File: config.mk
export PLATFORM = sky130hd
export DESIGN_NAME = instr_fetch_unit
export DESIGN_NICKNAME = d
export VERILOG_FILES = /design/src/rtl/cpu_pkg.sv /design/src/rtl/fetch_skid_fifo.sv /design/src/rtl/instr_fetch_unit.sv
export SDC_FILE = /design/constraint.sdc
export NUM_CORES = 1
export LEC_CHECK = 0
export ABC_AREA = 1
export BUFFER_PORTS_ARGS = -buffer_cell sky130_fd_sc_hd__buf_2
export CAP_MARGIN = 20
export CORE_MARGIN = 3
export CORE_UTILIZATION = 30
export DETAILED_ROUTE_END_ITERATION = 6
export PLACE_DENSITY_LB_ADDON = 0.08
export REMOVE_ABC_BUFFERS = 1
export SLEW_MARGIN = 0
export SYNTH_ARGS = -nofsm -noshare
export SYNTH_HDL_FRONTEND = slang
export SYNTH_SLANG_ARGS = --single-unit
File: constraint.sdc
create_clock -name clk_i -period 2.8 [get_ports clk_i]
set_clock_uncertainty 0.15 [all_clocks]
set_input_delay 0.56 -clock clk_i [delete_from_list [all_inputs] [get_ports clk_i]]
set_output_delay 0.56 -clock clk_i [all_outputs]
set_load 0.02 [all_outputs]
File: src/rtl/cpu_pkg.sv
// Types and constants shared by the fetch stage and the control-unit decoder.
package cpu_pkg;

   localparam logic [31:0] RESET_PC_DEFAULT = 32'hBFC0_0000;
   localparam int unsigned INSTR_WIDTH      = 32;
   localparam int unsigned OPCODE_WIDTH     = 7;

   typedef enum logic [OPCODE_WIDTH-1:0] {
      RType       = 7'b0110011,
      Load        = 7'b0000011,
      IType       = 7'b0010011,
      SType       = 7'b0100011,
      BType       = 7'b1100011,
      AddUpp      = 7'b0010111,
      LoadUpp     = 7'b0110111,
      JumpLink    = 7'b1101111,
      JumpLinkReg = 7'b1100111
   } opcode_e;

   typedef enum logic {
      FETCH = 1'b0,
      KILL  = 1'b1
   } fetch_state_e;

endpackage

File: src/rtl/fetch_skid_fifo.sv
// Two-entry synchronous FIFO holding {instr, pc} words between fetch and decode.
module fetch_skid_fifo #(
   parameter int unsigned WIDTH = 64
) (
   input  logic             clk_i,
   input  logic             rst_i,
   input  logic             push_i,
   input  logic             pop_i,
   input  logic             flush_i,
   input  logic [WIDTH-1:0] data_i,
   output logic [WIDTH-1:0] data_o,
   output logic [1:0]       count_o
);

   logic [WIDTH-1:0] mem_q [2];
   logic [WIDTH-1:0] mem_d [2];
   logic             rd_ptr_q, rd_ptr_d;
   logic             wr_ptr_q, wr_ptr_d;
   logic [1:0]       count_q, count_d;

   always_comb begin
      mem_d    = mem_q;
      rd_ptr_d = rd_ptr_q;
      wr_ptr_d = wr_ptr_q;
      count_d  = count_q;
      if (flush_i) begin
         rd_ptr_d = 1'b0;
         wr_ptr_d = 1'b0;
         count_d  = 2'd0;
      end else begin
         if (push_i) begin
            mem_d[wr_ptr_q] = data_i;
            wr_ptr_d        = ~wr_ptr_q;
         end
         if (pop_i) begin
            rd_ptr_d = ~rd_ptr_q;
         end
         count_d = count_q + 2'(push_i) - 2'(pop_i);
      end
   end

   always_ff @(posedge clk_i) begin
      if (rst_i) begin
         mem_q[0] <= '0;
         mem_q[1] <= '0;
         rd_ptr_q <= 1'b0;
         wr_ptr_q <= 1'b0;
         count_q  <= 2'd0;
      end else begin
         mem_q    <= mem_d;
         rd_ptr_q <= rd_ptr_d;
         wr_ptr_q <= wr_ptr_d;
         count_q  <= count_d;
      end
   end

   assign data_o  = mem_q[rd_ptr_q];
   assign count_o = count_q;

endmodule

File: src/rtl/instr_fetch_unit.sv
// Fetch stage: owns the PC, drives a 1-cycle-latency instruction memory and
// hands {instr, pc} to decode through a 2-entry skid FIFO with redirect flush.
module instr_fetch_unit
   import cpu_pkg::*;
#(
   parameter int unsigned           ADDR_WIDTH = 32,
   parameter logic [ADDR_WIDTH-1:0] RESET_PC   = ADDR_WIDTH'(RESET_PC_DEFAULT)
) (
   input  logic                    clk_i,
   input  logic                    rst_i,
   output logic                    imem_req_o,
   output logic [ADDR_WIDTH-1:0]   imem_addr_o,
   input  logic [INSTR_WIDTH-1:0]  imem_rdata_i,
   input  logic                    redirect_i,
   input  logic [ADDR_WIDTH-1:0]   redirect_pc_i,
   output logic                    valid_o,
   input  logic                    ready_i,
   output logic [INSTR_WIDTH-1:0]  instr_o,
   output logic [OPCODE_WIDTH-1:0] opcode_o,
   output logic [ADDR_WIDTH-1:0]   pc_o,
   output logic [ADDR_WIDTH-1:0]   pc_plus4_o
);

   localparam int unsigned ENTRY_W = INSTR_WIDTH + ADDR_WIDTH;

   logic [ADDR_WIDTH-1:0] fetch_pc_q, fetch_pc_d;
   logic [ADDR_WIDTH-1:0] issued_pc_q, issued_pc_d;
   logic                  inflight_q, inflight_d;
   fetch_state_e          state_q, state_d;

   logic [1:0]            count;
   logic [2:0]            occupancy;
   logic                  pop, push, flush, issue;
   logic [ENTRY_W-1:0]    head;

   // Issue only when the word it returns is guaranteed a FIFO slot.
   always_comb begin
      pop         = valid_o && ready_i;
      occupancy   = 3'(count) + 3'(inflight_q) - 3'(pop);
      issue       = !rst_i && !redirect_i && (occupancy < 3'd2);

      fetch_pc_d  = fetch_pc_q;
      issued_pc_d = issued_pc_q;
      inflight_d  = 1'b0;
      state_d     = FETCH;
      flush       = 1'b0;
      push        = (state_q == FETCH) && inflight_q;

      if (issue) begin
         fetch_pc_d  = fetch_pc_q + ADDR_WIDTH'(4);
         issued_pc_d = fetch_pc_q;
         inflight_d  = 1'b1;
      end

      if (redirect_i) begin
         flush      = 1'b1;
         push       = 1'b0;
         fetch_pc_d = {redirect_pc_i[ADDR_WIDTH-1:2], 2'b00};
         state_d    = inflight_q ? KILL : FETCH;
      end
   end

   always_ff @(posedge clk_i) begin
      if (rst_i) begin
         fetch_pc_q  <= RESET_PC;
         issued_pc_q <= '0;
         inflight_q  <= 1'b0;
         state_q     <= FETCH;
      end else begin
         fetch_pc_q  <= fetch_pc_d;
         issued_pc_q <= issued_pc_d;
         inflight_q  <= inflight_d;
         state_q     <= state_d;
      end
   end

   fetch_skid_fifo #(
      .WIDTH (ENTRY_W)
   ) u_fifo (
      .clk_i   (clk_i),
      .rst_i   (rst_i),
      .push_i  (push),
      .pop_i   (pop),
      .flush_i (flush),
      .data_i  ({imem_rdata_i, issued_pc_q}),
      .data_o  (head),
      .count_o (count)
   );

   assign valid_o     = (count != 2'd0);
   assign imem_req_o  = issue;
   assign imem_addr_o = fetch_pc_q;
   assign instr_o     = head[ENTRY_W-1 -: INSTR_WIDTH];
   assign pc_o        = head[ADDR_WIDTH-1:0];
   assign opcode_o    = instr_o[OPCODE_WIDTH-1:0];
   assign pc_plus4_o  = pc_o + ADDR_WIDTH'(4);

endmodule

; ---- Word-level counts from Yosys, hierarchy flattened
; Cells that the tools add are included.
[totals]
input_bits = 68
elab_cells = 52
regBits = 198
out_inout_bits = 137
[op_classes]
add_sub_neg = 6
order_cmp = 4
bitwise = 7
n_mux = 12
n_reduce_logical = 13
[op_table]
columns = operator, n
row1 = 2-to-1 mux 64 bit, 4
row2 = bitwise mux 128 bit, 1
row3 = adder 32 x 3 -> 32 bit (second input constant), 2
row4 = demux 64 bit (select 1 bit), 1
row5 = 2-to-1 mux 32 bit, 2
row6 = OR reduction 2 bit, 3
row7 = logical AND 1 bit, 5
row8 = NOT 1 bit, 5
row9 = >= comparator 2 bit (second input constant), 2
row10 = 2-to-1 mux 1 bit, 4
row11 = NOT 1 -> 2 bit, 2
row12 = nonzero test 2 bit, 2
row13 = adder 2 x 1 -> 3 bit, 1
row14 = less-than comparator 3 x 2 -> 1 bit (second input constant), 1
row15 = subtractor 3 x 1 -> 3 bit, 1
row16 = adder 2 x 1 -> 2 bit, 1
row17 = logical NOT 1 bit, 2
row18 = less-than comparator 2 x 1 -> 1 bit (second input constant), 1
row19 = AND reduction 2 bit, 1
row20 = subtractor 2 x 1 -> 2 bit, 1

; ---- Longest topological paths before layout
[logic_depth]
depth_word = 7
ltp_mapped = 18
depth_no_buf = 18

; ---- Cells and area by module
; A second synthesis with hierarchy kept.
[unflattened]
hier_cells = 1480
area_unflattened_um2 = 9872.0
[modules_own_cells]
columns = module, n_inst, area_each_um2, cells_each
row1 = fetch_skid_fifo, 1, 5751.8, 853
row2 = instr_fetch_unit, 1, 4120.2, 627

; ---- Least setup slack after synthesis
; No wires, ideal clock.
[synth_path]
kind = flip-flop to output port
startpoint = register u_fifo.rd_ptr_q
endpoint = output pc_plus4_o[16]
slack_ns = -0.324
stages_incl_launch_ff = 12
path_buffers = 2
arrival_time_ns = 2.414
t_required_ns = 2.090
path_cell_list = dfxtp_1 buf_6 buf_6 nand2_1 o21ai_1 inv_1 ha_1 nand3_4 clkinv_2 nand3_4 nor2_1 xor2_1
[synth_between]
elab_chain_cells = 5
[synth_rtl]
columns = item, line_no
row1 = from (decl), fetch_skid_fifo.sv:17  ; logic rd_ptr_q, rd_ptr_d;
row2 = from (signal assigned), fetch_skid_fifo.sv:51  ; rd_ptr_q <= rd_ptr_d;
row3 = NOT 1 -> 2 bit (implied by the code), fetch_skid_fifo.sv:57  ; assign data_o = mem_q[rd_ptr_q];
row4 = 2-to-1 mux 64 bit (implied by the code) (3 in a row), fetch_skid_fifo.sv:57
row5 = via pc_o[2], instr_fetch_unit.sv:20  ; output logic [ADDR_WIDTH-1:0] pc_o,
row6 = adder 32 x 3 -> 32 bit, instr_fetch_unit.sv:96  ; assign pc_plus4_o = pc_o + ADDR_WIDTH'(4);
row7 = to (decl), instr_fetch_unit.sv:21  ; output logic [ADDR_WIDTH-1:0] pc_plus4_o
; The timed path passes the listed nets, and every way through them passes these cells. The select of a mux whose other input is x is not followed.

; ---- Final worst setup path
[layout_path]
startpoint = register u_fifo.rd_ptr_q
endpoint = output pc_plus4_o[14]
[layout_between]
elab_chain_cells = 5
[layout_rtl]
columns = item, line_no
row1 = NOT 1 -> 2 bit (implied by the code), fetch_skid_fifo.sv:57
row2 = 2-to-1 mux 64 bit (implied by the code) (3 in a row), fetch_skid_fifo.sv:57
row3 = adder 32 x 3 -> 32 bit, instr_fetch_unit.sv:96
; Every way passes these cells. The select of a mux whose other input is x is not followed.

==> qor.yml <==
status:
  status: "finished, violations left"
  violations: "negative setup slack"
placement:
  io_buffers: 196
  hpwl_mm: 21.6
  gp_congestion: 0.881
timing:
  worst_pin_slew_ns: 0.631
  whs_ns: 0.189
  setup-violations-final: 25
  maxSlewViolCount: 0
  layout_setup_ws_ns: -0.200
  slew_headroom_pct: 57.9
  fin_crit_sh_pct: 107
  clock.fmax_mhz: 333
  period_needed_ns: 3.00
  finalHoldViolations: 0
  grt_setup_unrepaired: "true"
power:
  leakagePower_nw: 5.85
  ir_worst_vdd_uv: 430
  p_per_area_nw_per_um2: 495
floorplan:
  coreArea_um2: 30700
  ios: 205
  die_y_um: 183
  initial_utilization_pct: 30.7
  die_area_um2: 33600
  die_w_um: 183
  rows: 64
synthesis:
  synth_warnings: 0
  avgSynthCellArea_um2: 6.83
  synth_area_um2: 9430
  ys_types: 42
  synth_edf_count: 0
  synth.largest_area_cell: "dfxtp_1"
  synth-async-reset-ratio_pct: 0
  synth_area_leaders: "dfxtp_1 40%, o21ai_0 11%, nand2_1 10%, nor2_1 9.0%, inv_1 5.6%"
  ys_seq_area_share_pct: 40.4
  synth-seq-cells: 190
  synth_ff_type: "dfxtp_1"
  synth_top_area_share_pct: 40.4
  post-synth-top-count-cell: "nand2_1"
  synth_common_cells: "257 x nand2_1, 225 x nor2_1, 198 x o21ai_0, 190 x dfxtp_1, 141 x inv_1"
  synthCells: 1380
worst_setup_path:
  r2r_slack_ns: 0.13
  reg2reg_from: "u_fifo.count_o[1]"
  reg2reg_to: "imem_addr_o[10]"
  cpMostUsedCell: "nor2_4"
  cp_num_cells: 10
  critPathSlowestCell: "dfxtp_4"
  cp_num_buf_inv: 4
  reg2reg_depth: 19
  arrival_ns: 2.29
  cp_max_fo: 7
  critPathKind: "flop to primary output"
  required_ns: 2.09
  cp_slowest_stage_delay_ns: 0.39
  critical-path-top-delay-family: "buffers and inverters"
  cp-start-kind: "flop"
  path_cells: "buf_12 > buf_16 > o21ai_4 > buf_6 > nand2_4 > nor2_4 > nand3_4 > nor2_4 > xor2_1 > buf_4"
  endpoint_kind: "primary output"
routing:
  met3_length_mm: 1.20
  drt_iter0_drc: 400
  top_layer: "met4"
  ant_nets: 0
  drc: 0
  drt-met1-wl_mm: 15.3
  firstDrtPassIters: 4
  wire_per_inst_um: 15.3
  dr_total_vias: 9364
  wl_met2_mm: 14.2
  totalWireLength_mm: 31.2
  vias_per_cell: 4.59
grt:
  globalRoute.totalOverflow: 0
  grt_pass1_vias: 8917
  grt_max_degree: 149
  antenna_found_initial: 0
  grt_pass1_wl_mm: 48.8
  track_usage_pct: 18.2
clock_network:
  htreeDepth: 4
  clk_latency_ns: 0.43
  cts.path.max_buffers: 2
  cts.hold.buffers_added: 0
  clkTransAtPathRegs_ns: 0.08
  numCtsBuffers: 17
  cts_tree: "yes"
  clockRootBuffer: "clkbuf_16"
  clock_sinks: 190
worst_hold_path:
  hold_end: "imem_addr_o[26]"
  hp-start: "redirect_pc_i[26]"
  hold_class: "input port to flop"
  hold_depth: 3
flow_run:
  maxCapViolations: 0
cells_and_area:
  multiInputGateArea_um2: 5250
  fin_nets: 1706
  area_growth_pct: 38.3
  utilization_pct: 42.4
  drive_gt1_share_pct: 30.6
  regArea_um2: 3810
  fillCellCount: 3281
  antenna_cells: 0
## cell families (layout without fill, tap and decap cells)
family,count (synthesis),in the layout,share of synthesized area [%]
flops,190,190,40.4
fa+ha+maj,6,6,0.876
simple gates,574,574,25.4
buf+inv,236,496,10.7
compound gates,347,347,20.2
xor+xnor,26,26,2.42
other cells,1,6,0.0398
## cell type report
cell class | count | share of cell area [%]
Clock inverter | 14 | 0.941
Tap cell | 396 | 3.80
Sequential cell | 190 | 29.2
Timing Repair Buffer | 314 | 17.9
Clock buffer | 18 | 3.46
Inverter | 150 | 4.43
Multi-Input combinational cell | 959 | 40.2
## what timing repair did
action                                 4_1_cts  5_1_grt
buffers inserted                            34        7
setup endpoints to repair                   27       93
gates cloned                                 4        1
endpoints found under the hold margin        0        0
pin swaps                                   71       44
resized for setup                          165       64
## cells in the final DEF, fill, tap and decap left out, types with 8 or more instances in the layout
cell	count
nand2_2	43
buf_6	29
nand2_4	8
buf_4	93
buf_12	13
a21oi_1	96
nor2_2	13
o21ai_0	194
nand4_1	12
inv_2	13
nor2_4	24
nor2_1	198
xor2_1	19
nand2_1	211
nand3_1	40
o21ai_4	24
a211oi_1	12
dfxtp_1	188
clkbuf_16	18
inv_1	132
buf_2	169
## per-stage QoR
step	instance area [um^2]	std cells	total power, mW	worst slack (ns)	setup TNS, ns
3_5_place_dp	11200	1963	3.97	-0.202	-3.19
3_3_place_gp	11200	1963	3.96	-0.211	-2.76
2_1_floorplan	9000	1299	3.51	-3.06	-241.80
5_1_grt	13000	2041	6.78	-0.309	-6.04
4_1_cts	12700	2033	6.52	-0.276	-3.52
6_report	13000	2041	6.45	-0.200	-3.30
## report_power, final
group	switching [mW]	internal, mW	total, mW
logic	0.668	0.437	1.11
clock network	1.19	1.22	2.41
registers	0.101	2.83	2.93
total	1.96	4.49	6.45
## sequential cells by signal, indices dropped and copies added (netlist names)
signal           count
imem_addr_o         30
u_fifo.rd_ptr_q      1
state_q              1
u_fifo.mem_q       124
inflight_q           1
u_fifo.count_o       2
issued_pc_q         30
u_fifo.wr_ptr_q      1
## layer usage
layer | vias to the layer above | GRT usage, %
met5 | - | 0
met4 | 0 | 3.99
met3 | 30 | 3.17
met2 | 205 | 29.6
met1 | 4201 | 25.4
li1 | 4928 | -
## worst min-delay path: cells and delay by family
family	cells	cell delay, ns
and+or+nand+nor	1	0.05
buffers and inverters	1	0.08
AOI/OAI and AO/OA	1	0.05
## worst max path at each step
stage                            startpoint              to  slack (ns)
after detailed placement            ready_i      imem_req_o       -0.20
after floorplan             u_fifo.rd_ptr_q  pc_plus4_o[16]       -3.06
final                       u_fifo.rd_ptr_q  pc_plus4_o[14]       -0.20
after global routing        u_fifo.rd_ptr_q  pc_plus4_o[31]       -0.31
after CTS                 u_fifo.count_o[1]      imem_req_o       -0.28
after global placement              ready_i      imem_req_o       -0.21
Power figures use the tool's default switching activity.
